<file path="src/rtl/sd_read_sequencer.sv">
`default_nettype none
// ============================================================================
// Module   : sd_read_sequencer
// Purpose  : Multi-block read sequencer in front of an SD card controller.
//            Issues one controller read per block and streams indexed bytes.
// Revision : 1.0 - initial release
// ============================================================================
module sd_read_sequencer #(
    parameter int BYTE_ADDR      = 0,
    parameter int BLOCK_BYTES    = 512,
    parameter int TIMEOUT_CYCLES = 2500000
) (
    input  logic        clk,
    input  logic        reset,
    input  logic        start,
    input  logic [31:0] start_sector,
    input  logic [7:0]  num_blocks,
    input  logic        abort,
    output logic        busy,
    output logic        done,
    output logic        error,
    output logic [7:0]  data_out,
    output logic        data_valid,
    output logic [8:0]  byte_index,
    output logic [7:0]  block_index,
    input  logic        sd_ready,
    input  logic        sd_byte_available,
    input  logic [7:0]  sd_dout,
    output logic        sd_rd,
    output logic [31:0] sd_address
);

    localparam logic [8:0]  C_LAST_BYTE    = 9'(BLOCK_BYTES - 1);
    localparam logic [21:0] C_TIMEOUT_LAST = 22'(TIMEOUT_CYCLES - 1);

    typedef enum logic [2:0] {
        ST_IDLE       = 3'd0,
        ST_WAIT_READY = 3'd1,
        ST_ISSUE      = 3'd2,
        ST_RECEIVE    = 3'd3,
        ST_NEXT       = 3'd4,
        ST_DONE       = 3'd5,
        ST_ERROR      = 3'd6
    } state_t;

    state_t      r_state, w_state_nxt;
    logic        r_avail_q, r_avail_qq;
    logic [21:0] r_timer, w_timer_nxt;
    logic [31:0] r_sector, w_sector_nxt;
    logic [7:0]  r_num_blocks, w_num_blocks_nxt;
    logic [7:0]  r_block_count, w_block_count_nxt;
    logic [8:0]  r_byte_count, w_byte_count_nxt;

    logic        w_busy_nxt, w_done_nxt, w_error_nxt, w_data_valid_nxt, w_sd_rd_nxt;
    logic [7:0]  w_data_out_nxt, w_block_index_nxt;
    logic [8:0]  w_byte_index_nxt;
    logic [31:0] w_sd_address_nxt, w_sector_addr;
    logic        w_byte_event, w_timed_out, w_timed_state, w_restart_timer, w_fail;

    // Strobe may stay high for several cycles; only its rising edge is a byte.
    assign w_byte_event  = r_avail_q & ~r_avail_qq;
    assign w_timed_out   = (r_timer == C_TIMEOUT_LAST);
    assign w_timed_state = (r_state == ST_WAIT_READY) || (r_state == ST_ISSUE) ||
                           (r_state == ST_RECEIVE);
    assign w_sector_addr = (BYTE_ADDR != 0) ? {r_sector[22:0], 9'd0} : r_sector;

    always_comb begin
        w_state_nxt       = r_state;
        w_sector_nxt      = r_sector;
        w_num_blocks_nxt  = r_num_blocks;
        w_block_count_nxt = r_block_count;
        w_byte_count_nxt  = r_byte_count;
        w_busy_nxt        = busy;
        w_done_nxt        = 1'b0;
        w_error_nxt       = error;
        w_data_out_nxt    = data_out;
        w_data_valid_nxt  = 1'b0;
        w_byte_index_nxt  = byte_index;
        w_block_index_nxt = block_index;
        w_sd_rd_nxt       = sd_rd;
        w_sd_address_nxt  = sd_address;
        w_restart_timer   = 1'b0;
        w_fail            = 1'b0;
        w_timer_nxt       = '0;

        case (r_state)
            ST_IDLE: begin
                if (start) begin
                    w_error_nxt = 1'b0;
                    if (num_blocks == 8'd0) begin
                        w_done_nxt = 1'b1;
                    end else begin
                        w_sector_nxt      = start_sector;
                        w_num_blocks_nxt  = num_blocks;
                        w_block_count_nxt = '0;
                        w_byte_count_nxt  = '0;
                        w_busy_nxt        = 1'b1;
                        w_state_nxt       = ST_WAIT_READY;
                    end
                end
            end
            ST_WAIT_READY: begin
                if (abort) begin
                    w_fail = 1'b1;
                end else if (sd_ready) begin
                    w_sd_address_nxt = w_sector_addr;
                    w_sd_rd_nxt      = 1'b1;
                    w_state_nxt      = ST_ISSUE;
                end else if (w_timed_out) begin
                    w_fail = 1'b1;
                end
            end
            ST_ISSUE: begin
                if (abort) begin
                    w_fail = 1'b1;
                end else if (!sd_ready) begin
                    w_sd_rd_nxt = 1'b0;
                    w_state_nxt = ST_RECEIVE;
                end else if (w_timed_out) begin
                    w_fail = 1'b1;
                end
            end
            ST_RECEIVE: begin
                // Abort outranks a byte arriving in the same cycle.
                if (abort) begin
                    w_fail = 1'b1;
                end else if (w_byte_event) begin
                    w_data_out_nxt    = sd_dout;
                    w_data_valid_nxt  = 1'b1;
                    w_byte_index_nxt  = r_byte_count;
                    w_block_index_nxt = r_block_count;
                    w_restart_timer   = 1'b1;
                    if (r_byte_count == C_LAST_BYTE) begin
                        w_byte_count_nxt = '0;
                        w_state_nxt      = ST_NEXT;
                    end else begin
                        w_byte_count_nxt = r_byte_count + 9'd1;
                    end
                end else if (w_timed_out) begin
                    w_fail = 1'b1;
                end
            end
            ST_NEXT: begin
                if (abort) begin
                    w_fail = 1'b1;
                end else begin
                    w_block_count_nxt = r_block_count + 8'd1;
                    w_sector_nxt      = r_sector + 32'd1;
                    if (w_block_count_nxt == r_num_blocks) begin
                        w_done_nxt  = 1'b1;
                        w_busy_nxt  = 1'b0;
                        w_state_nxt = ST_DONE;
                    end else begin
                        w_state_nxt = ST_WAIT_READY;
                    end
                end
            end
            ST_DONE:  w_state_nxt = ST_IDLE;
            ST_ERROR: w_state_nxt = ST_IDLE;
            default:  w_state_nxt = ST_IDLE;
        endcase

        if (w_fail) begin
            w_state_nxt = ST_ERROR;
            w_error_nxt = 1'b1;
            w_busy_nxt  = 1'b0;
            w_sd_rd_nxt = 1'b0;
        end

        if (w_timed_state && !w_restart_timer && (w_state_nxt == r_state)) begin
            w_timer_nxt = r_timer + 22'd1;
        end
    end

    always_ff @(posedge clk or negedge reset) begin
        if (!reset) begin
            r_state       <= ST_IDLE;
            r_avail_q     <= 1'b0;
            r_avail_qq    <= 1'b0;
            r_timer       <= '0;
            r_sector      <= '0;
            r_num_blocks  <= '0;
            r_block_count <= '0;
            r_byte_count  <= '0;
            busy          <= 1'b0;
            done          <= 1'b0;
            error         <= 1'b0;
            data_out      <= '0;
            data_valid    <= 1'b0;
            byte_index    <= '0;
            block_index   <= '0;
            sd_rd         <= 1'b0;
            sd_address    <= '0;
        end else begin
            r_state       <= w_state_nxt;
            r_avail_q     <= sd_byte_available;
            r_avail_qq    <= r_avail_q;
            r_timer       <= w_timer_nxt;
            r_sector      <= w_sector_nxt;
            r_num_blocks  <= w_num_blocks_nxt;
            r_block_count <= w_block_count_nxt;
            r_byte_count  <= w_byte_count_nxt;
            busy          <= w_busy_nxt;
            done          <= w_done_nxt;
            error         <= w_error_nxt;
            data_out      <= w_data_out_nxt;
            data_valid    <= w_data_valid_nxt;
            byte_index    <= w_byte_index_nxt;
            block_index   <= w_block_index_nxt;
            sd_rd         <= w_sd_rd_nxt;
            sd_address    <= w_sd_address_nxt;
        end
    end

endmodule
`default_nettype wire
</file>
<file path="config.mk">
export PLATFORM = sky130hd
export DESIGN_NAME = sd_read_sequencer
export DESIGN_NICKNAME = d
export VERILOG_FILES = /design/src/rtl/sd_read_sequencer.sv
export SDC_FILE = /design/constraint.sdc
export NUM_CORES = 1
export LEC_CHECK = 0
export ABC_CLOCK_PERIOD_IN_PS = 6300
export CAP_MARGIN = 20
export CORE_ASPECT_RATIO = 0.5
export CORE_MARGIN = 2
export CORE_UTILIZATION = 50
export DETAILED_ROUTE_END_ITERATION = 12
export GPL_ROUTABILITY_DRIVEN = 0
export PLACE_DENSITY_LB_ADDON = 0.25
export SYNTH_ARGS = -nofsm -noshare
export SYNTH_HDL_FRONTEND = slang
export SYNTH_SLANG_ARGS = --single-unit
</file>
<file path="constraint.sdc">
create_clock -name clk -period 6.3 [get_ports clk]
set_clock_uncertainty 0.2 [all_clocks]
set_input_delay 0.63 -clock clk [delete_from_list [all_inputs] [get_ports clk]]
set_output_delay 0.63 -clock clk [all_outputs]
set_load 0.01 [all_outputs]
</file>
==> reports/metrics.cfg, run 1 <==
[clock_network]
clkTransAtPathRegs_ns=0.06
cts_tree=done
cts_setup_buffers=0
ctsHoldBuffers=0
clockBufferDepth=2
cts-buffers-inserted=17
htree_levels=4
cts-root-buf=clkbuf_16
clock_latency_ns=0.42
clkSinkCount=146
cts_resized=0

[worst_setup_path]
crit_path_end_kind=flip-flop
reg2reg_from=r_state[2]
slowest_stage=o21a_2
regToRegEndpoint=r_byte_count[7]
crit_required_ns=6.43
crit_buf_inv=1
crit_type=in -> reg
path_delay_family=compound AO/OA/AOI/OAI gates
crit_chain=clkdlybuf4s50_1, nor2b_1, o21a_2, a21oi_1, or2_0, o31ai_1
cp_max_fo=59
max_stage_delay_ns=0.89
rrSetupSlack_ns=2.89
r2r_cells=6
cp-start-kind=input port
crit_arrival_ns=3.56

[global_route]
grt_pass1_wl_mm=26.7
grtUsageTotal=0.224
grt_overflow=0
antenna_found_initial=0
grt_max_degree=93
grt_pass1_vias=5405

[power_and_ir_drop]
p_leak_uw=0.00369
power_density_mw_per_mm2=444
peakVddDrop_v=0.000192

[route]
vias=5715
viasPerCell=5.75
initialDrtViolationCount=550
wl_mm=16.1
drc_errors=0
firstDrtPassIters=6
ant_nets=0
post_drt_wl_per_cell_um=16.2

[worst_hold_path]
min_path_type=in -> async

[run_status]
status=finished, final reports clean

[synthesis]
ys_seq_elements=146
synth_edf_count=0
ys.flop_type=dfrtp_1
syn_inst=684
ys.warnings.count=0
syn_avg_cell_area_um2=10.3
syn_area_mm2=0.00704
seq_area_frac_synth=0.519
async_reset_ff_frac=1.00
yosysUniqueCellTypes=59
synth_nets=743

[final_layout]
drive_gt1_frac=0.141
diodes=0
fillers=1067
final_area_mm2=0.00896
fin_cells=994
area_delta_synth_final_pct=27.2
nets=848

[sta]
max_freq_mhz=291
slew-limit-headroom=0.281
drv_slew=0
finalHoldViolations=0
rsz0062_at_grt=no
fin_crit_sh=0.545
finalSetupViolCount=0
tightest_slew_ns=1.08
layout_min_cycle_time_ns=3.43
finalSetupTns_ns=0

[die]
initial_core_util=0.516
die_w_um=172
num_rows=30
die_area_mm2=0.0151
coreArea_mm2=0.0137
fp.dieH_um=87.9
ios=116

[flow_run]
cap_violations=0

[placement]
dp_cells=962
io_buffers=115
dpl_cell_area_mm2=0.00833
dpl.hpwl_mm=10.8

[metrics by stage]
step | setup WS, ns | hold slack (ns) | utilization | total power [µW]
3_3_place_gp | 2.54 | 0.184 | 0.610 | 2870
6_report | 2.87 | 0.0711 | 0.656 | 3980
2_1_floorplan | 3.61 | 0.134 | - | 2360
4_1_cts | 2.89 | 0.119 | 0.656 | 3990
3_5_place_dp | 2.42 | 0.188 | 0.610 | 2920
5_1_grt | 2.55 | 0.134 | 0.656 | 4220
[layout by cell type (no fill, tap or decap), types with 19 or more instances in the layout]
cell and instances:
clkdlybuf4s50_1 114, a21oi_1 48, nand3_1 30, dfrtp_1 146, nand2_1 59, o21ai_0 51
nor2_1 56, o22ai_1 19, mux2_2 64, xor2_1 19
[cells by family (layout without fill, tap and decap cells)]
group	Yosys count	after routing	share of synthesized area
AND/OR/NAND/NOR	228	228	0.161
AO/OA/AOI/OAI	162	162	0.139
flip-flops	146	146	0.519
multiplexers	65	65	0.104
buffers and inverters	45	163	0.0270
XOR/XNOR	33	33	0.0410
adder cells (fa/ha/maj)	5	5	0.00888
[registers in the layout, indices dropped and copies added, names as in the netlist]
name / cells
r_avail_q: 1
data_out: 8
sd_address: 32
r_timer: 22
busy: 1
r_block_count: 8
r_state: 3
done: 1
r_sector: 32
r_avail_qq: 1
r_byte_count: 9
sd_rd: 1
error: 1
r_num_blocks: 8
byte_index: 9
data_valid: 1
block_index: 8
[per-layer routing]
layer / part of all wire / global-route usage / vias to the layer above / wire length [µm]
met5: 0 / 0 / - / 0
met4: 0.013 / 0.0672 / 0 / 204
met3: 0.056 / 0.0515 / 21 / 908
met2: 0.47 / 0.357 / 186 / 7500
met1: 0.47 / 0.310 / 2814 / 7510
li1: - / - / 2694 / -
[synth_stat cells (all sizes together) (2+ instances only)]
cell,n,share of area
dfrtp,146,0.52
mux2,64,0.10
nand2,59,0.031
nor2,58,0.031
o21ai,53,0.038
a21oi,48,0.034
nand3,31,0.023
clkbuf,19,0.010
o22ai,19,0.017
xor2,19,0.024
and3,17,0.015
buf,14,0.010
xnor2,14,0.017
inv,12,0.0064
nand4,12,0.013
a2bb2oi,11,0.014
nand2b,10,0.0089
nor4,9,0.0080
or3,6,0.0053
a31oi,5,0.0044
and2,5,0.0044
ha,5,0.0089
nor3,5,0.0036
a22o,3,0.0037
and4,3,0.0037
nor2b,3,0.0027
o31ai,3,0.0032
o32ai,3,0.0037
or2,3,0.0027
a21o,2,0.0021
a221o,2,0.0028
a22oi,2,0.0021
o21a,2,0.0021
or4,2,0.0027
[report_power, final]
part / switching, µW / internal, µW
registers: 298 / 1240
logic: 665 / 708
clock network: 413 / 652
total: 1380 / 2600
[how the worst max path moves through the flow]
stage	startpoint	to	slack, ns	depth (start not counted)
detailed placement	num_blocks[1]	r_byte_count[6]	2.42	7
CTS	num_blocks[1]	r_byte_count[6]	2.89	7
finish	abort	r_byte_count[7]	2.87	6
global route	num_blocks[1]	r_byte_count[6]	2.55	7
floorplan	r_byte_count[0]	r_timer[9]	3.61	11
global placement	abort	r_byte_count[7]	2.54	6
[area by class of cell]
class	count	area [µm²]	area share
Clock buffer	19	453	0.0506
Timing Repair Buffer	119	1180	0.132
Sequential cell	146	3650	0.408
Multi-Input combinational cell	493	3210	0.358
Tap cell	192	240	0.0268
Inverter	12	45.0	0.00503
Clock inverter	13	174	0.0194
Power figures use the tool's default switching activity.
==> inputs of run 2 (changes only) <==
ABC_CLOCK_PERIOD_IN_PS = 2800   (was 6300)
CORE_UTILIZATION = 48   (was 50)
clock period = 2.8 ns   (was 6.3 ns; I/O delays follow)
==> run 2 against run 1 <==
Against the previous run:
- routed wire length rose by 4.3%
- sequential power grew 120%
- via count up 0.93%
- design area rose by 3.0%
- worst setup slack got worse by 2.8 ns
- sequential cell count unchanged
- combinational power increased by 150%
- global-route usage is 0.86 points lower
- core utilization down 1.4 points
- total power up 130%
- first-iteration DRC count grew 1.3%
- critical path type is now reg -> reg
- critical endpoint is now r_timer[8]
- largest cell class unchanged
- largest power group unchanged
- highest routed layer unchanged
==> reports/metrics.cfg, run 2 (synthesized netlist as in run 1, its figures left out) <==
[final_layout]
diodes=0
nets=865
final_common_cell=dfrtp_1
fin_cells=1017
reg_top3=r_sector (32), sd_address (32), r_timer (22)
drive_gt1_frac=0.171
most-common-layout-cells=146 x dfrtp_1, 114 x clkdlybuf4s50_1, 64 x mux2_2
area_delta_synth_final_pct=31.1

[global_route]
grt_pass1_vias=5400
grtUsageTotal=0.215
antenna_found_initial=0
grt_overflow=0
grt_pass1_wl_mm=27.0
grt_max_degree=66

[die]
fp.dieH_um=89.7
initial_core_util=0.490
ios=116
die_w_um=175
num_rows=31
die_area_mm2=0.0157
coreArea_mm2=0.0144

[flow_run]
cap_violations=0

[sta]
layout_min_cycle_time_ns=2.71
slew-limit-headroom=0.594
finalHoldViolations=0
max_freq_mhz=369
drv_slew=0
finalSetupTns_ns=0
tightest_slew_ns=0.606
fin_crit_sh=0.968
finalSetupViolCount=0
setup_slack_ns=0.0895

[power_and_ir_drop]
p_int_uw=6070
p_comb_frac=0.365
p_clk_frac=0.264
switching_power_uw=3190
p_leak_uw=0.00378
p_sw_frac=0.345
power_frac_seq=0.371
power_density_mw_per_mm2=1000
peakVddDrop_v=0.000515

[run_status]
status=finished, final reports clean

[worst_setup_path]
cp_max_fo=7
crit_required_ns=2.94
crit_type=reg -> reg
crit_arrival_ns=2.85
cp-start-kind=flip-flop
crit_path_end_kind=flip-flop

[placement]
io_buffers=115
dp_slack_ns=-0.0654
dp_cells=982
dpl.hpwl_mm=11.3

[route]
ant_nets=0
post_drt_wl_per_cell_um=16.5
firstDrtPassIters=5
vias=5768
viasPerCell=5.67
wl_mm=16.8
initialDrtViolationCount=557
drc_errors=0

[clock_network]
cts-root-buf=clkbuf_16
cts_setup_buffers=0
cts-buffers-inserted=17
clkSinkCount=146
clkTransAtPathRegs_ns=0.06
clock_latency_ns=0.41
clockBufferDepth=2
htree_levels=4
cts_tree=done

[worst_hold_path]
min_path_type=in -> reg

run 2: cell count changes in the layout (fill, tap and decap cells not counted), moves of 2 or more:
cell,delta
buf_12,+4
and3_1,-3
nor2_1,-4
clkbuf_8,-2
ha_2,+2
and3_4,+3
buf_6,+3
nor2_2,+4
ha_1,-2
buf_4,+9
run 2: path summary, 6_finish.rpt:
check,from,cells after the start,slack [ns],to
max,r_byte_count[0],11,0.09,r_timer[8]
min,sd_byte_available,1,0.10,r_avail_q
max reg2reg,r_byte_count[0],11,0.09,r_timer[8]
min reg2reg,r_avail_q,0,0.20,r_avail_qq
max in group asynchronous,reset,3,1.44,data_out[4]
min in group asynchronous,reset,2,0.16,byte_index[1]
run 2: routing by layer:
metal  share of wire  global-route usage
met5               0                   0
met4           0.011              0.0652
met3           0.049              0.0408
met2            0.48               0.364
met1            0.46               0.288
run 2: power groups by stage:
stage | Combinational, µW | Clock (µW) | Sequential (µW)
after floorplan | 1870 | 0 | 3430
after global placement | 3170 | 0 | 3420
after detailed placement | 3260 | 0 | 3460
after CTS | 3290 | 2480 | 3430
after global routing | 3700 | 2590 | 3540
final | 3380 | 2440 | 3430
run 2: critical path, stage by stage (launching register included):
cell       delay, ns
dfrtp_1         0.39
ha_2            0.20
and3_4          0.19
and3_4          0.19
and3_1          0.19
ha_2            0.19
and3_4          0.16
o32ai_4         0.29
a2bb2oi_2       0.21
o211ai_4        0.13
buf_6           0.18
nor2_1          0.11
run 2: final cells by class:
| cell class | instances | area [µm²] |
|---|---|---|
| multi-input cells | 493 | 3280 |
| well taps | 198 | 248 |
| clock inverters | 14 | 203 |
| inverters | 12 | 45.0 |
| fillers | 1134 | 5160 |
| flip-flops and latches | 146 | 3650 |
| repair buffers | 136 | 1370 |
| clock buffers | 18 | 429 |
run 2: what timing repair did:
action	in CTS	in global routing
hold buffers	1	0
gates cloned	0	2
endpoints found under the hold margin	50	0
pin swaps	1	2
gates resized for setup	2	19
setup endpoints to repair	22	26
run 2: through the flow:
stage               total power [µW]  hold WS [ns]  area [µm²]  utilization
floorplan                       5300        -0.216        7040            -
global placement                6590        0.0535        8500        0.590
detailed placement              6720        0.0511        8500        0.590
CTS                             9200        0.0952        9150        0.636
global route                    9820        0.0923        9230        0.642
finish                          9260         0.105        9230        0.642
==> inputs of run 3 (changes only) <==
CAP_MARGIN = unset   (was 20)
==> results of run 3 <==
No change in the layout: final DEF, timing and power equal those of run 2.
